**src/rtl/regfile_wr.sv**
```systemverilog
// rtl/regfile_wr.sv - write side of the 32x32 register file
// Capture stage holds one write-back for forwarding; commit stage writes it into storage.
module regfile_wr #(
    parameter int WIDTH      = 32,
    parameter int DEPTH_LOG2 = 5,
    localparam int DEPTH     = 1 << DEPTH_LOG2
) (
    input  logic                   clk,
    input  logic                   rst_n,
    input  logic                   wr_en,
    input  logic [DEPTH_LOG2-1:0]  wr_addr,
    input  logic [WIDTH-1:0]       wr_data,
    output logic                   pend_valid,
    output logic [DEPTH_LOG2-1:0]  pend_addr,
    output logic [WIDTH-1:0]       pend_data,
    output logic [DEPTH-1:0]       wr_onehot,
    output logic [DEPTH*WIDTH-1:0] regs_flat,
    output logic [15:0]            wr_count
);

    localparam logic [DEPTH-1:0] ONE = DEPTH'(1);

    logic                  pend_valid_q, pend_valid_d;
    logic [DEPTH_LOG2-1:0] pend_addr_q, pend_addr_d;
    logic [WIDTH-1:0]      pend_data_q, pend_data_d;
    logic [DEPTH-1:0]      onehot_q, onehot_d;
    logic [15:0]           count_q, count_d;
    logic                  capture;

    always_comb begin
        capture      = wr_en && (wr_addr != '0);
        pend_valid_d = capture;
        pend_addr_d  = pend_addr_q;
        pend_data_d  = pend_data_q;
        onehot_d     = '0;
        if (capture) begin
            pend_addr_d = wr_addr;
            pend_data_d = wr_data;
            onehot_d    = ONE << wr_addr;
        end
        // A nonzero one-hot is exactly "a pending entry commits this edge"
        count_d = (|onehot_q) ? count_q + 16'd1 : count_q;
    end

    always_ff @(posedge clk or negedge rst_n) begin
        if (!rst_n) begin
            pend_valid_q <= 1'b0;
            pend_addr_q  <= '0;
            pend_data_q  <= '0;
            onehot_q     <= '0;
            count_q      <= '0;
        end else begin
            pend_valid_q <= pend_valid_d;
            pend_addr_q  <= pend_addr_d;
            pend_data_q  <= pend_data_d;
            onehot_q     <= onehot_d;
            count_q      <= count_d;
        end
    end

    // Register 0 has no storage and is hard-wired to zero.
    assign regs_flat[0 +: WIDTH] = '0;

    for (genvar k = 1; k < DEPTH; k++) begin : g_reg
        logic [WIDTH-1:0] reg_q;

        always_ff @(posedge clk or negedge rst_n) begin
            if (!rst_n) begin
                reg_q <= '0;
            end else if (onehot_q[k]) begin
                reg_q <= pend_data_q;
            end
        end

        assign regs_flat[k*WIDTH +: WIDTH] = reg_q;
    end

    assign pend_valid = pend_valid_q;
    assign pend_addr  = pend_addr_q;
    assign pend_data  = pend_data_q;
    assign wr_onehot  = onehot_q;
    assign wr_count   = count_q;

endmodule

```
**config.mk**
```make
export PLATFORM = sky130hd
export DESIGN_NAME = regfile_wr
export DESIGN_NICKNAME = d
export VERILOG_FILES = /design/src/rtl/regfile_wr.sv
export SDC_FILE = /design/constraint.sdc
export NUM_CORES = 1
export LEC_CHECK = 0
export CORE_AREA = 2 2 442 444
export DETAILED_ROUTE_END_ITERATION = 7
export DIE_AREA = 0 0 444 446
export PLACE_DENSITY_LB_ADDON = 0.15
export SYNTH_ARGS = -nofsm -noshare
export SYNTH_HDL_FRONTEND = slang
export SYNTH_SLANG_ARGS = --single-unit
```
**constraint.sdc**
```tcl
create_clock -name clk -period 2.2 [get_ports clk]
set_input_delay 0.33 -clock clk [delete_from_list [all_inputs] [get_ports clk]]
set_output_delay 0.33 -clock clk [all_outputs]
set_load 0.1 [all_outputs]
```
# Word level (Yosys, flattened, before mapping)
# Cells that the tools add are included.
# word_totals
ff_bits,1078
output_inout_bits,1110
elab_cells,42
# op_classes
add_sub_neg,1
shifts,1
n_mux,1
reduce_logical,3
# ops
op,count
32-bit two-way mux,1
32-bit OR reduction,1
1-bit by 5-bit left shift with 32-bit output (first input constant),1
16-bit by 1-bit adder with 16-bit output (second input constant),1
5-bit nonzero test,1
1-bit logical AND,1

# Longest topological paths before layout
# Gate-level depths: netlist (run 1).
# logic_depth
depth_word,3
ltp_mapped,8
depth_no_buf,5

# Worst setup path before layout (run 1)
# OpenSTA, ideal clock, no wires.
# synth_timing
path_type,register -> register
start,"reg onehot_q[1], in the netlist wr_onehot[1]"
end,"reg count_q[10], in the netlist wr_count[10]"
setup_ns,0.159
arrival_ns,2.012
t_required_ns,2.041
path_slack_ns,0.030
path_stages_with_launch,9
n_path_buf,3
synth_period_minus_slack_ns,2.170
cell_sequence,dfrtp_1 buf_2 nor4_1 nand4_1 or2_1 buf_6 buf_8 nand4_1 xnor2_1
# synth_via
elab_chain_len,1
# synth_rtl
item,line,rtl
from (decl),26,"logic [DEPTH-1:0] onehot_q, onehot_d;"
from (signal assigned),56,onehot_q <= onehot_d;
32-bit OR reduction,42,count_d = (|onehot_q) ? count_q + 16'd1 : count_q;
to (signal assigned),57,count_q <= count_d;
to (decl),27,"logic [15:0] count_q, count_d;"
# No other way between the ends.
# A chain may end at the register's enable or synchronous reset.

# Worst setup path in the final report (run 1)
# layout_timing
start,"reg pend_data_q[15], in the netlist pend_data[15]"
end,out pend_data[15]
# layout_rtl
item,line,rtl
from (decl),25,"logic [WIDTH-1:0] pend_data_q, pend_data_d;"
from (signal assigned),55,pend_data_q <= pend_data_d;
to (decl),15,"output logic [WIDTH-1:0] pend_data,"
# No word-level cell between the ends.

==> results of run 1 <==
-- routing by layer --
layer | GRT usage (%) | routed length (um) | vias up
met5 | 0 | 73 | -
met4 | 5.14 | 4960 | 12
met3 | 5.78 | 12300 | 209
met2 | 34.7 | 102000 | 815
met1 | 22.5 | 77100 | 14200
li1 | - | - | 11200
-- state kept, by name, summed over array words and instances (netlist names) --
register and cells:
g.reg_q 992, pend_data 32, wr_onehot 32, wr_count 16, pend_addr 5, pend_valid 1
-- layout by cell type, fill, tap and decap left out, drive strengths merged, types with 2 or more instances in the layout --
| cell | Yosys | routed |
|---|---|---|
| dfrtp | 1078 | 1078 |
| a22o | 3 | 3 |
| bufinv | 0 | 4 |
| and3 | 4 | 4 |
| mux2 | 993 | 993 |
| nand2b | 2 | 2 |
| nor2b | 3 | 3 |
| nand4 | 13 | 13 |
| clkdlybuf4s50 | 0 | 38 |
| nand2 | 110 | 110 |
| clkbuf | 209 | 205 |
| nor2 | 33 | 33 |
| clkinv | 0 | 29 |
| conb | 1 | 33 |
| buf | 56 | 1237 |
| inv | 2 | 10 |
| dlygate4sd3 | 0 | 12 |
| bufbuf | 0 | 17 |
| clkinvlp | 0 | 3 |
| xnor2 | 14 | 14 |
| diode | 0 | 12 |
| nand3 | 5 | 5 |
| nor4 | 8 | 8 |
| or2 | 2 | 2 |
-- repair_timing --
| item | CTS | global route |
|---|---|---|
| gates resized for setup | 101 | 0 |
| hold buffers | 12 | 0 |
| cloned | 17 | 1 |
| setup endpoints to repair | 46 | 1 |
| buffers inserted | 10 | 2 |
| hold endpoints to repair | 557 | 0 |
-- power by group through the flow --
| stage | Sequential [mW] | Clock, mW | Combinational, mW |
|---|---|---|---|
| 2_1_floorplan | 52.0 | 0 | 4.02 |
| 3_3_place_gp | 26.1 | 0 | 40.7 |
| 3_5_place_dp | 26.1 | 0 | 40.7 |
| 4_1_cts | 25.8 | 23.5 | 40.8 |
| 5_1_grt | 26.3 | 24.3 | 41.2 |
| 6_report | 25.8 | 22.7 | 40.5 |
-- per-stage QoR --
stage	cells	worst slack [ns]	util, %
2_1_floorplan	2573	0.0296	-
3_3_place_gp	6113	0.0844	27.6
3_5_place_dp	6113	0.0783	27.6
4_1_cts	6400	-0.0470	30.5
5_1_grt	6403	0.00195	30.6
6_report	6415	0.0890	30.6
-- cell families after synthesis --
kind of cell               count (synthesis)  share of synthesized area (%)
DFF                                     1078                           66.8
muxes                                    993                           27.7
buffers and inverters                    267                           2.97
and+or+nand+nor                          182                           1.99
xor gates and xnor gates                  15                          0.326
AOI/OAI and AO/OA                          4                          0.133
adders and majority gates                  1                         0.0310
other                                      1                        0.00929
-- layout make-up --
type | instances | area, um2
multi-input cells | 1228 | 12300
diodes | 12 | 30.0
well taps | 2542 | 3180
clock inverters | 44 | 479
flip-flops and latches | 1078 | 27100
repair buffers | 1305 | 12000
clock buffers | 204 | 4070
inverters | 2 | 7.51
fillers | 19500 | 134000
-- worst paths after layout --
check	start	endpoint	slack [ns]
setup / recovery	pend_data[15]$_DFFE_PN0P_	pend_data[15]	0.09
hold / removal	wr_data[28]	pend_data[28]$_DFFE_PN0P_	0.08
setup reg to reg	wr_onehot[18]$_DFF_PN0_	wr_count[1]$_DFFE_PN0P_	0.22
hold reg to reg	wr_count[15]$_DFFE_PN0P_	wr_count[15]$_DFFE_PN0P_	0.47
max in group asynchronous	rst_n	g_reg[30].reg_q[13]$_DFFE_PN0P_	0.29
min in group asynchronous	rst_n	g_reg[15].reg_q[12]$_DFFE_PN0P_	0.58
==> metrics, run 1 <==
Pleak 28.7 nW; crit end category output pin; starting density of the core 20.8%; Synth area leaders dfrtp_1 67%, mux2_2 28%, clkbuf_1 1.9%, nand2_1 1.0%, buf_4 0.67%; via/cell ratio 4.12; GRT Total Usage 19.4%; TritonRoute pass-1 iters 4; flop and latch count out of synthesis 1,078; Setup Viol. Count Final 0; Placement Rows 162; unrepaired setup endpoints after global routing no; Tcrit/Tclk final 96.0%; Post-Synthesis Cells 2,541; placer congestion estimate 0.755; H-tree depth 4; outcome complete, no violations; Post-DRT Antenna Nets 0; sequential share of the synthesized area 66.8%; Worst-Skew Late Latency 0.80 ns; first-pass GRT wire length 262 mm; Net Sw Power 44.5 mW; Area after DPL 53,300 um2; WS Path Type register to output pin; DRC 0; Final Hold Vio Count 0; CTS root buffer clkbuf_16; Worst Tran Pin Value 0.677 ns; GR Overflow Total 0; Max Fanout on Critical Path 9; worst hold slack 0.0847 ns; WHS Path Cells 3; Crit path largest cell delay 0.73 ns; most instantiated cells after synthesis 1,078 x dfrtp_1, 993 x mux2_2, 208 x clkbuf_1, 110 x nand2_1, 36 x buf_4; Post-Synthesis Cell Area 40,400 um2; post-route cell area 59,200 um2; Top delay family on crit path flip-flops; reg2reg path depth 6; clock buffer depth 3; top-area cell type share of the netlist area 66.8%; predominant post-synthesis flop cell dfrtp_1; Top Ports 1,150; Synth Warn # 0; WP depth 1; Port Buffers 1,117; dominant cell type by area after synthesis dfrtp_1; Rel. slew slack 54.8%; vias in the first global route 27,700; Power Total 89.0 mW; worst vdd ir 0.750 mV; Synth Area per Inst 15.9 um2; fmax 474 MHz; Syn-to-layout area delta 46.6%; wire length per cell 30.6 um; Horiz. Die Dim 444 um; post-DP HPWL 130 mm; layout cells sized above 1 65.3%; max cap viols 0; Core ar. 194,000 um2; total routed wirelength 196 mm; via count 26,400; TritonCTS clock tree built; Seq pwr share 29.0%; CP Launch Type register; die footprint 198,000 um2; Slew Limit Fails 0; Power Internal 44.5 mW; cells along the critical path buf_12; First DRT Iteration DRCs 1,189; largest net degree at the start of global routing 92; Net Sw Frac 50.0%; Final Net Count 3,794; Final Skew 0.0280 ns; DIE HEIGHT 446 um; clk sinks 1,078; Post-synth EDFFs 0; Clk pwr share 25.5%; TritonCTS Buffers 138; Critical Path RT 1.87 ns; Clock Pin Slew Worst Setup and Hold Paths 0.05 ns; Netlist cell types 28; setup TNS 0 ns; Worst path slowest cell dfrtp_1; initial antenna violation count 21; minimum clock period after layout 2.11 ns; CP bufs+invs 1; Arr. time, crit path 1.78 ns; most frequent cell after synthesis dfrtp_1; Post-synth ARST share 100%; combinational power share 45.5%; HP Class primary input to register; pwr/cell area 1500 nW/um2
(Power assumes the default switching activity.)
==> run 2: changes to the inputs <==
MAX_ROUTING_LAYER = met4   (was unset)
REMOVE_ABC_BUFFERS = 1   (was unset)
==> run 2 against run 1 <==
Count of clock-buffer cells in the layout up 7; register-to-register slack better by 0.11 ns; worst setup slack better by 0.0077 ns; fmax up 0.37%; routed wire length down 2.1%; final cell count up 0.14%; flip-flop and latch count unchanged; power up 1.8%; combinational power about the same; hold slack worse by 0.0033 ns; critical path type unchanged.
==> metrics, run 2 (synthesis results as in run 1) <==
outcome complete, no violations; setup TNS 0 ns (unchanged); Largest Register g.reg_q; placed insts 6,128 (+0.25%); Worst path slowest cell dfrtp_2; WS Path Type register to output pin; fillers 19,500 (+0.22%); via/cell ratio 4.12 (about the same); clk sinks 1,078 (unchanged); Port Buffers 1,117 (unchanged); GR Overflow Total 0 (unchanged); crit end category output pin; Crit path largest cell delay 0.38 ns (-0.35 ns); wire length per cell 29.9 um (-2.3%); DIE HEIGHT 446 um (unchanged); RR Startpoint wr_onehot[6]$_DFF_PN0_; GRT Total Usage 19.5% (+0.12 points); Critical Path End wr_onehot[8]; worst vdd ir 0.803 mV (+7.1%); leading cell types in the layout, fill and taps excluded 1,120 x buf_4, 1,016 x dfrtp_1, 993 x mux2_2, 142 x clkbuf_16, 116 x buf_12; minimum clock period after layout 2.10 ns (-0.00774 ns); DRC 0 (unchanged); Slew Limit Fails 0 (unchanged); placer congestion estimate 0.779 (+3.2%); Clock Pin Slew Worst Setup and Hold Paths 0.06 ns (about the same); TritonCTS clock tree built; Setup Viol. Count Final 0 (unchanged); first-pass GRT wire length 256 mm (-2.3%); Final Net Count 3,790 (-0.11%); total routed wirelength 192 mm (-2.1%); Place WS 0.00612 ns (-0.0721 ns); Power Total 90.6 mW (+1.8%); layout cells sized above 1 65.4% (+0.094 points); CP bufs+invs 2 (+1); Final Skew 0.0292 ns (+0.00121 ns); WP depth 2 (+1); Arr. time, crit path 1.77 ns (about the same); post-DP HPWL 134 mm (+3.5%); cells along the critical path buf_8, buf_12; worst hold slack 0.0814 ns (-0.00329 ns); Setup crit start wr_onehot[8]$_DFF_PN0_; First DRT Iteration DRCs 1,221 (+2.7%); Horiz. Die Dim 444 um (unchanged); commonest non-fill, non-tap cell in the layout buf_4; fmax 475 MHz (+0.37%); H-tree depth 4 (unchanged); TritonCTS Buffers 139 (+0.72%); reg2reg path depth 5 (-1); Rel. slew slack 61.3% (+6.4 points); TritonRoute pass-1 iters 5 (+1); max cap viols 0 (unchanged); starting density of the core 20.8% (unchanged); Post-DRT Antenna Nets 0 (unchanged); Tcrit/Tclk final 95.6% (-0.35 points); CTS root buffer clkbuf_16; flop-to-flop setup slack 0.33 ns (+0.11 ns); largest net degree at the start of global routing 95 (+3.3%); Worst Tran Pin Value 0.581 ns (-0.0966 ns); Syn-to-layout area delta 45.9%; clock buffer depth 3 (unchanged); Finished Layout Cells 6,424 (+0.14%); max reg flops 992 (unchanged); R2R Path End wr_count[1]$_DFFE_PN0P_; CP Launch Type register; Worst-Skew Late Latency 0.79 ns (about the same); Max Fanout on Critical Path 33 (+24); Core ar. 194,000 um2 (unchanged); vias in the first global route 27,600 (-0.29%); pwr/cell area 1540 nW/um2 (+2.3%); initial antenna violation count 32 (+52%); Top Ports 1,150 (unchanged); Final Hold Vio Count 0 (unchanged); Pleak 28.6 nW (-0.51%); Critical Path RT 1.87 ns (about the same); Top delay family on crit path buffers and inverters; Placement Rows 162 (unchanged); via count 26,400 (+0.14%); HP Class primary input to async pin; die footprint 198,000 um2 (unchanged); unrepaired setup endpoints after global routing no; final setup margin 0.0967 ns (+0.00774 ns)
## run 2: cell type report
cell class / count / area (um2) / area share, %
Sequential cell: 1078 / 27100 / 46.0
Multi-Input combinational cell: 1228 / 12300 / 20.9
Timing Repair Buffer: 1300 / 11400 / 19.4
Clock buffer: 211 / 4180 / 7.10
Tap cell: 2542 / 3180 / 5.40
Clock inverter: 38 / 633 / 1.07
Antenna cell: 25 / 62.6 / 0.106
Inverter: 2 / 7.51 / 0.0127
## run 2: report_power, final
part	leakage [nW]	switching [mW]	internal, mW	total, mW
Combinational	12.2	33.0	7.74	40.7
Clock	2.36	9.47	14.6	24.0
Sequential	14.0	2.41	23.5	25.9
## run 2: how the worst min path moves through the flow
stage | from | to | slack, ns | depth (start not counted)
floorplan | rst_n | g_reg[10].reg_q[0]$_DFFE_PN0P_ | 0.03 | 0
CTS | rst_n | g_reg[1].reg_q[10]$_DFFE_PN0P_ | 0.0008 | 2
detailed placement | rst_n | g_reg[21].reg_q[9]$_DFFE_PN0P_ | 0.25 | 1
global route | rst_n | g_reg[1].reg_q[10]$_DFFE_PN0P_ | 0.05 | 2
global placement | rst_n | g_reg[1].reg_q[10]$_DFFE_PN0P_ | 0.25 | 1
finish | rst_n | g_reg[1].reg_q[10]$_DFFE_PN0P_ | 0.08 | 2
## run 2: per-stage QoR
| step | utilization [%] | cell area [um2] |
|---|---|---|
| global route | 30.4 | 58900 |
| floorplan | - | 39300 |
| CTS | 30.4 | 58800 |
| finish | 30.4 | 58900 |
| detailed placement | 27.6 | 53500 |
| global placement | 27.6 | 53500 |
## run 2: repair_timing
item | 4_1_cts | 5_1_grt
resized for setup | 89 | 1
endpoints found under the hold margin | 631 | 0
endpoints found under the setup margin | 49 | 1
setup buffers | 6 | 0
hold buffers | 16 | 0
## run 2: worst reg2reg max path: cells and delay by family, from the launching register on
family                 cells  cell delay [ns]
buffers and inverters      1             0.21
DFF                        1             0.41
muxes                      1             0.30
and+or+nand+nor            3             0.81
## run 2: layer usage
metal	vias up	track usage [%]	wire length (um)
li1	11200	-	-
met2	814	34.3	102000
met1	14200	21.5	73400
met5	-	-	0
met4	0	7.00	6750
met3	268	4.61	10100
==> run 3: changes to the inputs <==
PLACE_DENSITY = 0.39   (was unset)
PLACE_DENSITY_LB_ADDON = unset   (was 0.15)
==> run 3 against run 2 <==
Non-clock buffer count up 3; routed wire length up 3.0%; final cell count down 0.11%; clock power down 5%; hold slack better by 0.014 ns; utilization down 0.082 points; clock skew up 0.0015 ns.
==> metrics, run 3 (synthesis results as in run 1) <==
outcome complete, no violations; crit end category output pin; Top Ports 1,150 (unchanged); pwr/cell area 1530 nW/um2 (-0.82%); Syn-to-layout area delta 45.6%; initial antenna violation count 37 (+16%); Slew Limit Fails 0 (unchanged); Worst Tran Pin Value 0.835 ns (+0.254 ns); setup TNS 0 ns (unchanged); Power Internal 44.6 mW (-2.5%); clock buffer depth 3 (unchanged); Net Sw Frac 50.2% (+0.71 points); GR Overflow Total 0 (unchanged); total routed wirelength 198 mm (+3.0%); WS Path Type register to output pin; placer congestion estimate 0.757 (-2.7%); Setup crit start wr_onehot[4]$_DFF_PN0_; Crit path largest cell delay 0.44 ns (+0.06 ns); Worst-Skew Late Latency 0.80 ns (about the same); CP bufs+invs 2 (unchanged); Port Buffers 1,117 (unchanged); worst vdd ir 0.748 mV (-6.8%); Final Skew 0.0307 ns (+0.00146 ns); Critical Path RT 1.87 ns (about the same); minimum clock period after layout 2.15 ns (+0.0471 ns); layout cells sized above 1 65.0% (-0.41 points); RR Startpoint wr_onehot[9]$_DFF_PN0_; wire length per cell 30.8 um (+3.1%); Power Total 89.6 mW (-1.1%); unrepaired setup endpoints after global routing no; vias in the first global route 27,500 (-0.19%); Area after DPL 53,500 um2 (about the same); Setup Viol. Count Final 0 (unchanged); via/cell ratio 4.16 (+1.1%); H-tree depth 4 (unchanged); Final Net Count 3,792 (+0.053%); combinational power share 45.9% (+1.0 points); cells along the critical path buf_16, buf_16; Worst path slowest cell dfrtp_2; Horiz. Die Dim 444 um (unchanged); Core ar. 194,000 um2 (unchanged); Net Sw Power 45.0 mW (+0.33%); max cap viols 0 (unchanged); leading cell types in the layout, fill and taps excluded 1,109 x buf_4, 1,015 x dfrtp_1, 993 x mux2_2, 143 x clkbuf_16, 129 x buf_12; Tcrit/Tclk final 97.7% (+2.1 points); via count 26,700 (+1.0%); Final Hold Vio Count 0 (unchanged); Clk pwr share 25.4% (-1.1 points); First DRT Iteration DRCs 1,272 (+4.2%); Seq pwr share 28.7% (about the same); largest net degree at the start of global routing 89 (-6.3%); CTS root buffer clkbuf_16; post-route cell area 58,700 um2 (-0.27%); HP Class primary input to register; post-DP HPWL 135 mm (+0.17%); Top delay family on crit path buffers and inverters; Largest Register g.reg_q; max reg flops 992 (unchanged); GRT Total Usage 20.1% (+0.58 points); Clock Pin Slew Worst Setup and Hold Paths 0.06 ns (about the same); clk sinks 1,078 (unchanged); DIE HEIGHT 446 um (unchanged); first-pass GRT wire length 262 mm (+2.1%); CP Launch Type register; starting density of the core 20.8% (unchanged); TritonCTS Buffers 138 (-0.72%); Worst path most repeated cell buf_16; DRC 0 (unchanged); hold path start wr_data[12]; fillers 19,600 (+0.34%); Arr. time, crit path 1.82 ns (+0.05 ns); Pleak 28.5 nW (-0.39%); TritonRoute pass-1 iters 4 (-1); die footprint 198,000 um2 (unchanged); fmax 465 MHz (-2.2%); Post-DRT Antenna Nets 0 (unchanged); TritonCTS clock tree built; Max Fanout on Critical Path 33 (unchanged); Placement Rows 162 (unchanged); commonest non-fill, non-tap cell in the layout buf_4; Rel. slew slack 44.3% (-17 points)
[run 3: worst paths after layout]
path	cells after the start	to	slack, ns
max	2	wr_onehot[4]	0.05
max reg2reg	4	wr_count[1]$_DFFE_PN0P_	0.19
min reg2reg	1	wr_count[5]$_DFFE_PN0P_	0.50
max in group asynchronous	3	g_reg[21].reg_q[11]$_DFFE_PN0P_	1.11
min in group asynchronous	3	g_reg[21].reg_q[19]$_DFFE_PN0P_	0.38
min	3	pend_data[12]$_DFFE_PN0P_	0.1
[run 3: final cells by class]
| cell class | instances | area [um2] | share of cell area (%) |
|---|---|---|---|
| antenna | 26 | 65.1 | 0.111 |
| clock buffer | 207 | 4070 | 6.93 |
| clock inverter | 31 | 417 | 0.709 |
| inverter | 2 | 7.51 | 0.0128 |
| multi-input combinational | 1228 | 12300 | 20.9 |
| sequential | 1078 | 27100 | 46.1 |
| tap | 2542 | 3180 | 5.41 |
| timing repair buffer | 1303 | 11600 | 19.8 |
[run 3: metrics by stage]
stage / worst slack (ns) / utilization (%) / hold slack (ns) / std cells
global route: 0.0117 / 30.3 / 0.0705 / 6400
detailed placement: 0.0772 / 27.6 / 0.276 / 6118
CTS: -0.00777 / 30.3 / 0.00161 / 6391
global placement: 0.0903 / 27.6 / 0.278 / 6118
floorplan: -0.511 / - / 0.0344 / 2308
finish: 0.0496 / 30.3 / 0.0956 / 6417
[run 3: power by group through the flow]
stage | registers (mW) | clock network, mW | logic (mW)
detailed placement | 26.2 | 0 | 41.2
global placement | 26.1 | 0 | 41.2
global route | 26.2 | 24.4 | 41.8
CTS | 25.8 | 23.7 | 41.5
finish | 25.7 | 22.8 | 41.1
floorplan | 52.2 | 0 | 3.59
[run 3: routing by layer]
layer,vias up,part of all wire (%),GRT usage (%)
met5,-,0,-
met4,0,2.3,5.05
met3,205,5.7,4.59
met2,867,51,34.4
met1,14500,41,23.8
li1,11100,-,-
[run 3: worst register-to-register path, stage by stage, from the launching register on]
cell and delay, ns:
dfrtp_2 0.42, nor4_1 0.33, nand4_1 0.17, or2_1 0.55, mux2_2 0.42
[run 3: what timing repair did]
item | CTS | global route
endpoints found under the hold margin | 719 | 0
hold buffers | 23 | 0
buffers inserted | 12 | 0
endpoints found under the setup margin | 46 | 0
resized for setup | 103 | 0
